--- src/rtl/tx_symbol_upsampler_pkg.sv ---
// Shared constants, state encoding and symbol mapping for the TX symbol upsampler.
package tx_symbol_upsampler_pkg;

    localparam int unsigned SAMPLE_W    = 8;
    localparam int unsigned PHASE_W     = 2;
    localparam int unsigned FIFO_DEPTH  = 2;
    localparam int unsigned FIFO_CNT_W  = $clog2(FIFO_DEPTH + 1);
    localparam int unsigned FIFO_IDX_W  = (FIFO_DEPTH > 1) ? $clog2(FIFO_DEPTH) : 1;

    localparam int unsigned PRBS_W      = 9;
    localparam int unsigned PRBS_TAP_HI = 8;
    localparam int unsigned PRBS_TAP_LO = 4;
    localparam logic [PRBS_W-1:0] PRBS_SEED = 9'h1FF;

    typedef enum logic {
        ST_IDLE = 1'b0,
        ST_RUN  = 1'b1
    } state_e;

    // Bit 0 maps to +amp, bit 1 to -amp, so the sample sign bit equals the data bit.
    function automatic logic [SAMPLE_W-1:0] map_symbol(input logic b,
                                                        input logic [SAMPLE_W-1:0] amp);
        return b ? (SAMPLE_W'(0) - amp) : amp;
    endfunction

endpackage

--- src/rtl/prbs9_gen.sv ---
// Fibonacci PRBS9 (x^9 + x^5 + 1); o_bit is the register MSB, advanced on i_enable.
module prbs9_gen
    import tx_symbol_upsampler_pkg::*;
(
    input  logic clock,
    input  logic i_reset_n,
    input  logic i_enable,
    output logic o_bit
);

    logic [PRBS_W-1:0] lfsr_q;
    logic [PRBS_W-1:0] lfsr_d;

    always_comb begin
        lfsr_d = lfsr_q;
        if (i_enable) begin
            lfsr_d = {lfsr_q[PRBS_W-2:0], lfsr_q[PRBS_TAP_HI] ^ lfsr_q[PRBS_TAP_LO]};
        end
    end

    always_ff @(posedge clock or negedge i_reset_n) begin
        if (!i_reset_n) begin
            lfsr_q <= PRBS_SEED;
        end else begin
            lfsr_q <= lfsr_d;
        end
    end

    assign o_bit = lfsr_q[PRBS_TAP_HI];

endmodule

--- src/rtl/tx_symbol_upsampler.sv ---
// Symbol source (2-deep bit FIFO or PRBS9), bit-to-symbol mapper and zero-stuffing
// phase FSM producing OS samples per symbol on i_enable ticks.
module tx_symbol_upsampler
    import tx_symbol_upsampler_pkg::*;
#(
    parameter int AMPLITUDE = 64,
    parameter int OS        = 4
) (
    input  logic                clock,
    input  logic                i_reset_n,
    input  logic                i_enable,
    input  logic                i_bit,
    input  logic                i_bit_valid,
    output logic                o_bit_ready,
    input  logic                i_prbs_en,
    output logic [SAMPLE_W-1:0] o_sample,
    output logic                o_valid,
    output logic [PHASE_W-1:0]  o_phase,
    output logic                o_active
);

    localparam logic [PHASE_W-1:0]  LAST_PHASE = PHASE_W'(OS - 1);
    localparam logic [SAMPLE_W-1:0] AMP        = SAMPLE_W'(AMPLITUDE);

    state_e                  state_q, state_d;
    logic [PHASE_W-1:0]      phase_q, phase_d;
    logic [SAMPLE_W-1:0]     sample_q, sample_d;
    logic                    valid_q, valid_d;
    logic [FIFO_DEPTH-1:0]   fifo_q, fifo_d;
    logic [FIFO_CNT_W-1:0]   count_q, count_d;
    logic [FIFO_CNT_W-1:0]   wr_idx;
    logic                    push;
    logic                    pop;
    logic                    prbs_adv;
    logic                    prbs_bit;

    prbs9_gen u_prbs (
        .clock     (clock),
        .i_reset_n (i_reset_n),
        .i_enable  (prbs_adv),
        .o_bit     (prbs_bit)
    );

    assign o_bit_ready = i_reset_n && !i_prbs_en && (count_q < FIFO_CNT_W'(FIFO_DEPTH));
    assign push        = i_bit_valid && o_bit_ready;

    // Phase FSM: a tick in IDLE or after the last phase is a symbol boundary.
    always_comb begin
        state_d  = state_q;
        phase_d  = phase_q;
        sample_d = sample_q;
        valid_d  = i_enable;
        pop      = 1'b0;
        prbs_adv = 1'b0;
        if (i_enable) begin
            if (state_q == ST_RUN && phase_q != LAST_PHASE) begin
                phase_d  = phase_q + PHASE_W'(1);
                sample_d = '0;
            end else begin
                phase_d  = '0;
                sample_d = '0;
                if (i_prbs_en) begin
                    state_d  = ST_RUN;
                    sample_d = map_symbol(prbs_bit, AMP);
                    prbs_adv = 1'b1;
                end else if (count_q != '0) begin
                    state_d  = ST_RUN;
                    sample_d = map_symbol(fifo_q[0], AMP);
                    pop      = 1'b1;
                end else begin
                    state_d  = ST_IDLE;
                end
            end
        end
    end

    // FIFO with head at index 0; pop shifts first so a same-cycle push lands behind it.
    always_comb begin
        fifo_d  = fifo_q;
        count_d = count_q;
        wr_idx  = count_q - FIFO_CNT_W'(pop);
        if (pop) begin
            for (int unsigned i = 0; i < FIFO_DEPTH - 1; i++) begin
                fifo_d[i] = fifo_q[i+1];
            end
            fifo_d[FIFO_DEPTH-1] = 1'b0;
        end
        if (push) begin
            fifo_d[FIFO_IDX_W'(wr_idx)] = i_bit;
        end
        count_d = count_q + FIFO_CNT_W'(push) - FIFO_CNT_W'(pop);
    end

    always_ff @(posedge clock or negedge i_reset_n) begin
        if (!i_reset_n) begin
            state_q  <= ST_IDLE;
            phase_q  <= '0;
            sample_q <= '0;
            valid_q  <= 1'b0;
            fifo_q   <= '0;
            count_q  <= '0;
        end else begin
            state_q  <= state_d;
            phase_q  <= phase_d;
            sample_q <= sample_d;
            valid_q  <= valid_d;
            fifo_q   <= fifo_d;
            count_q  <= count_d;
        end
    end

    assign o_sample = sample_q;
    assign o_valid  = valid_q;
    assign o_phase  = phase_q;
    assign o_active = (state_q == ST_RUN);

endmodule

--- config.mk ---
export PLATFORM = sky130hd
export DESIGN_NAME = tx_symbol_upsampler
export DESIGN_NICKNAME = d
export VERILOG_FILES = /design/src/rtl/tx_symbol_upsampler_pkg.sv /design/src/rtl/prbs9_gen.sv /design/src/rtl/tx_symbol_upsampler.sv
export SDC_FILE = /design/constraint.sdc
export NUM_CORES = 1
export LEC_CHECK = 0
export ABC_AREA = 1
export BUFFER_PORTS_ARGS = -buffer_cell sky130_fd_sc_hd__buf_2
export CORE_MARGIN = 5
export CORE_UTILIZATION = 52
export DETAILED_ROUTE_END_ITERATION = 12
export HOLD_SLACK_MARGIN = 0.06
export MAX_ROUTING_LAYER = met4
export PLACE_DENSITY_LB_ADDON = 0.05
export SLEW_MARGIN = 20
export SYNTH_ARGS = -nofsm -noshare
export SYNTH_HDL_FRONTEND = slang
export SYNTH_SLANG_ARGS = --single-unit
--- constraint.sdc ---
create_clock -name clock -period 2.3 [get_ports clock]
set_clock_uncertainty 0.15 [all_clocks]
set_input_delay 0.575 -clock clock [delete_from_list [all_inputs] [get_ports clock]]
set_output_delay 0.575 -clock clock [all_outputs]
set_load 0.03 [all_outputs]
==> tab_implementation.tex <==
\begin{tabular}{lr}
\hline
Metric & Value \\
\hline
\multicolumn{2}{l}{\textbf{Routing}} \\
Routed wire per std cell & 10.2 um \\
Vias per Instance & roughly 4.4 \\
First-pass iteration count of the detailed router & 4 \\
Number of remaining DRC errors & 0 \\
Overall routed net length & 1520 um \\
First DRT Iteration DRCs & 15 \\
Number of nets with antenna violations after routing & 0 \\
Count of vias placed by the detailed router & 650 \\
\multicolumn{2}{l}{\textbf{Synth}} \\
Simple-gate share of the synthesized area & 23.9\% \\
Xor and xnor fraction of the mapped netlist area & under 10\% \\
Ranking of synthesized cells by area & sky130\_fd\_sc\_hd\_\_dfrtp\_1 (26\%), sky130\_fd\_sc\_hd\_\_dfstp\_2 (25\%), sky130\_fd\_sc\_hd\_\_nand2\_1 (14\%) \\
Number of instances in the synthesized netlist & between 100 and 150 \\
Post-synthesis instance area & about 950 um2 \\
Post-synth top area cell & sky130\_fd\_sc\_hd\_\_dfrtp\_1 \\
Area fraction of the dominant cell type after synthesis & 26.5\% \\
Sequential cell area fraction in the yosys report & approximately half \\
Share of cell area taken by muxes after synthesis & 0\% \\
Synthesized area per cell & 8.84 um2 \\
Count of different cell masters after synthesis & 20 \\
Number of warnings reported in the yosys synthesis log & 0 \\
Complex-gate fraction of the synthesized area & around 6.7\% \\
Adder-cell share of the synthesized area & under 10\% \\
Largest family of logic cells by synthesized area & simple AND/OR/NAND/NOR gates \\
Number of storage elements in the synthesis netlist & 19 \\
\multicolumn{2}{l}{\textbf{Placed design}} \\
Placed Instances & 144 \\
Number of buffers added on ports & 12 \\
HPWL Detailed & $\sim$1100 um \\
GPL Wtd Cong & around 0.77 \\
\multicolumn{2}{l}{\textbf{Worst setup path}} \\
Classification of the worst setup path & reg -> out \\
Crit-path max FO & 3 \\
Crit path DAT & roughly 1.2 ns \\
Worst-case reg-to-reg path depth & 10 \\
Worst R2R Start & o\_phase[0] \\
Crit start category & flip-flop \\
Reg2Reg Setup Slack & between 0.4 and 0.5 ns \\
Endpoint of the lowest-slack register-to-register path & count\_q[1] \\
CP Data Required Time & between 1.5 and 2 ns \\
Category of the worst setup path capture point & output port \\
\multicolumn{2}{l}{\textbf{Power}} \\
Ratio of total power to cell area & 1220 nW/um2 \\
LEAKAGE & around 0.54 nW \\
Fraction of power spent switching nets & between 40 and 50\% \\
Combinational power share & 38.8\% \\
Worst supply voltage drop on vdd & roughly 610 uV \\
Power dissipated by switching net loads & $\sim$0.52 mW \\
Clock power frac & about an eighth \\
Cell-internal power & roughly 0.76 mW \\
Sequential share of power & 48.6\% \\
\multicolumn{2}{l}{\textbf{Clocking}} \\
Clock sink count & 19 \\
Number of CTS-inserted buffers & 3 \\
CTS HTree Levels & 1 \\
Clock-pin transition on the worst setup and hold timing paths & roughly 0.1 ns \\
Root buffer selected by CTS & sky130\_fd\_sc\_hd\_\_clkbuf\_4 \\
TritonCTS clock tree & yes \\
Clock network latency to the later pin of the worst-skew pair & slightly below 0.3 ns \\
Worst-case clock buffer depth & 2 \\
Cells resized by post-CTS repair & 0 \\
Number of buffers added to fix hold violations after cts & 0 \\
Number of buffers added for setup after CTS & 0 \\
\multicolumn{2}{l}{\textbf{Floorplan}} \\
Core Region & between 1500 and 2000 um2 \\
Number of rows created at floorplan & 15 \\
Total die area & roughly 2800 um2 \\
Starting density of the core & between 50\% and 60\% \\
Horiz. Die Dim & 52.7 um \\
Ports placed on the boundary & 19 \\
Die span in y & between 50 and 60 um \\
\multicolumn{2}{l}{\textbf{GRT}} \\
Maximum number of pins on one net before global-route repair & 20 \\
Total congestion overflow & 0 \\
Overall Global Routing Usage & roughly 14\% \\
Via count of the first global-routing pass & between 600 and 700 \\
Wire length of the first global-routing pass & between 2000 and 3000 um \\
Number of antenna violations at the first check in global routing & 0 \\
\multicolumn{2}{l}{\textbf{Timing}} \\
Number of slew-limit violations in the final report & 0 \\
Crit path time final & approximately 1.9 ns \\
Period Utilization, post-route & about 83\% \\
Unrepaired setup endpoints after global routing & false \\
Accumulated negative setup slack & 0 ns \\
Setup violation total in the final timing report & 0 \\
Highest clock frequency the design can meet & $\sim$0.53 GHz \\
Final number of hold-violating endpoints & 0 \\
\multicolumn{2}{l}{\textbf{Run}} \\
Max Cap Violations & 0 \\
\multicolumn{2}{l}{\textbf{Finish}} \\
Total inserted antenna cells & 0 \\
Share of cells above drive strength 1 & about 28\% \\
NumNets Final & 132 \\
Area growth, synth to finish & 10.4\% \\
Fin cells & roughly 150 \\
\multicolumn{2}{l}{\textbf{Status}} \\
Run status & completed \\
\multicolumn{2}{l}{\textbf{Worst hold path}} \\
Worst hold path class & in -> async \\
\hline
\end{tabular}
-- worst max-delay path, cell delays in order (launching register included) --
cell                      delay [ns]
sky130_fd_sc_hd__dfrtp_1        0.43
sky130_fd_sc_hd__inv_1          0.06
sky130_fd_sc_hd__nand3_1        0.12
sky130_fd_sc_hd__inv_1          0.08
sky130_fd_sc_hd__buf_2          0.19
-- logic make-up (layout without fill, tap and decap cells) --
logic type | Yosys count | count (layout)
compound gates | 10 | 10
xor+xnor | 4 | 4
fa+ha+maj | 2 | 2
buf+inv | 22 | 33
flops | 19 | 19
other cells | 1 | 6
simple gates | 49 | 49
-- cell usage in the layout (no fill, tap or decap), types with 3 or more instances in the layout --
cell / instances
sky130_fd_sc_hd__o21ai_1: 3
sky130_fd_sc_hd__inv_1: 12
sky130_fd_sc_hd__conb_1: 6
sky130_fd_sc_hd__dfrtp_1: 10
sky130_fd_sc_hd__buf_2: 12
sky130_fd_sc_hd__inv_2: 4
sky130_fd_sc_hd__nand3_1: 6
sky130_fd_sc_hd__xnor2_1: 3
sky130_fd_sc_hd__o21ai_0: 5
sky130_fd_sc_hd__dfstp_2: 9
sky130_fd_sc_hd__nand2_1: 35
sky130_fd_sc_hd__clkbuf_4: 3
-- sequential cells by signal (all words and copies together), names as in the netlist --
name / count
o_phase: 2
u_prbs.lfsr_q: 9
o_active: 1
count_q: 2
o_sample: 2
fifo_q: 2
o_valid: 1
-- through the flow --
stage / cell area (um2) / power (mW) / utilization (%) / hold slack [ns] / worst slack [ns]
6_report: 1040 / 1.28 / 60.5 / 0.104 / 0.396
5_1_grt: 1040 / 1.40 / 60.5 / 0.100 / 0.283
4_1_cts: 1040 / 1.30 / 60.5 / 0.104 / 0.378
3_5_place_dp: 1020 / 1.13 / 59.0 / 0.309 / 0.250
3_3_place_gp: 1020 / 1.11 / 59.0 / 0.302 / 0.312
2_1_floorplan: 965 / 1.01 / - / 0.129 / 0.394
-- worst max path at each step --
stage | startpoint | endpoint | slack, ns | cells after the start
2_1_floorplan | o_phase[0] | count_q[1] | 0.39 | 10
3_3_place_gp | i_prbs_en | count_q[1] | 0.31 | 10
3_5_place_dp | i_prbs_en | count_q[1] | 0.25 | 10
4_1_cts | count_q[1] | o_bit_ready | 0.38 | 4
5_1_grt | count_q[1] | o_bit_ready | 0.28 | 4
6_report | count_q[1] | o_bit_ready | 0.40 | 4
-- routing by layer --
metal  GRT usage, %  wire length, um  vias up  share of wire (%)
met5              -                0        -                  0
met4           5.11               10        0               0.66
met3           3.70               91        2                6.0
met2           20.0              649       14                 43
met1           18.5              763      285                 50
li1               -                -      349                  -
-- synth_stat cells (all sizes together) --
cell type,n
nand2,37
inv,16
dfrtp,10
dfstp,9
o21ai,8
buf,6
nand3,6
nor2,5
xnor2,3
ha,2
a21oi,1
conb,1
nand4,1
o211ai,1
xor2,1
-- power by group through the flow --
stage | combinational [mW] | sequential, mW | clock (mW)
floorplan | 0.315 | 0.691 | 0
global placement | 0.485 | 0.625 | 0
detailed placement | 0.498 | 0.628 | 0
CTS | 0.500 | 0.622 | 0.173
global route | 0.564 | 0.642 | 0.194
finish | 0.495 | 0.620 | 0.161
-- layout make-up --
type / count / area (um2)
well taps: 25 / 31.3
flip-flops and latches: 19 / 487
clock buffers: 4 / 26.3
fillers: 163 / 682
multi-input cells: 71 / 373
inverters: 16 / 60.1
repair buffers: 13 / 67.6
Power figures use the tool's default switching activity.
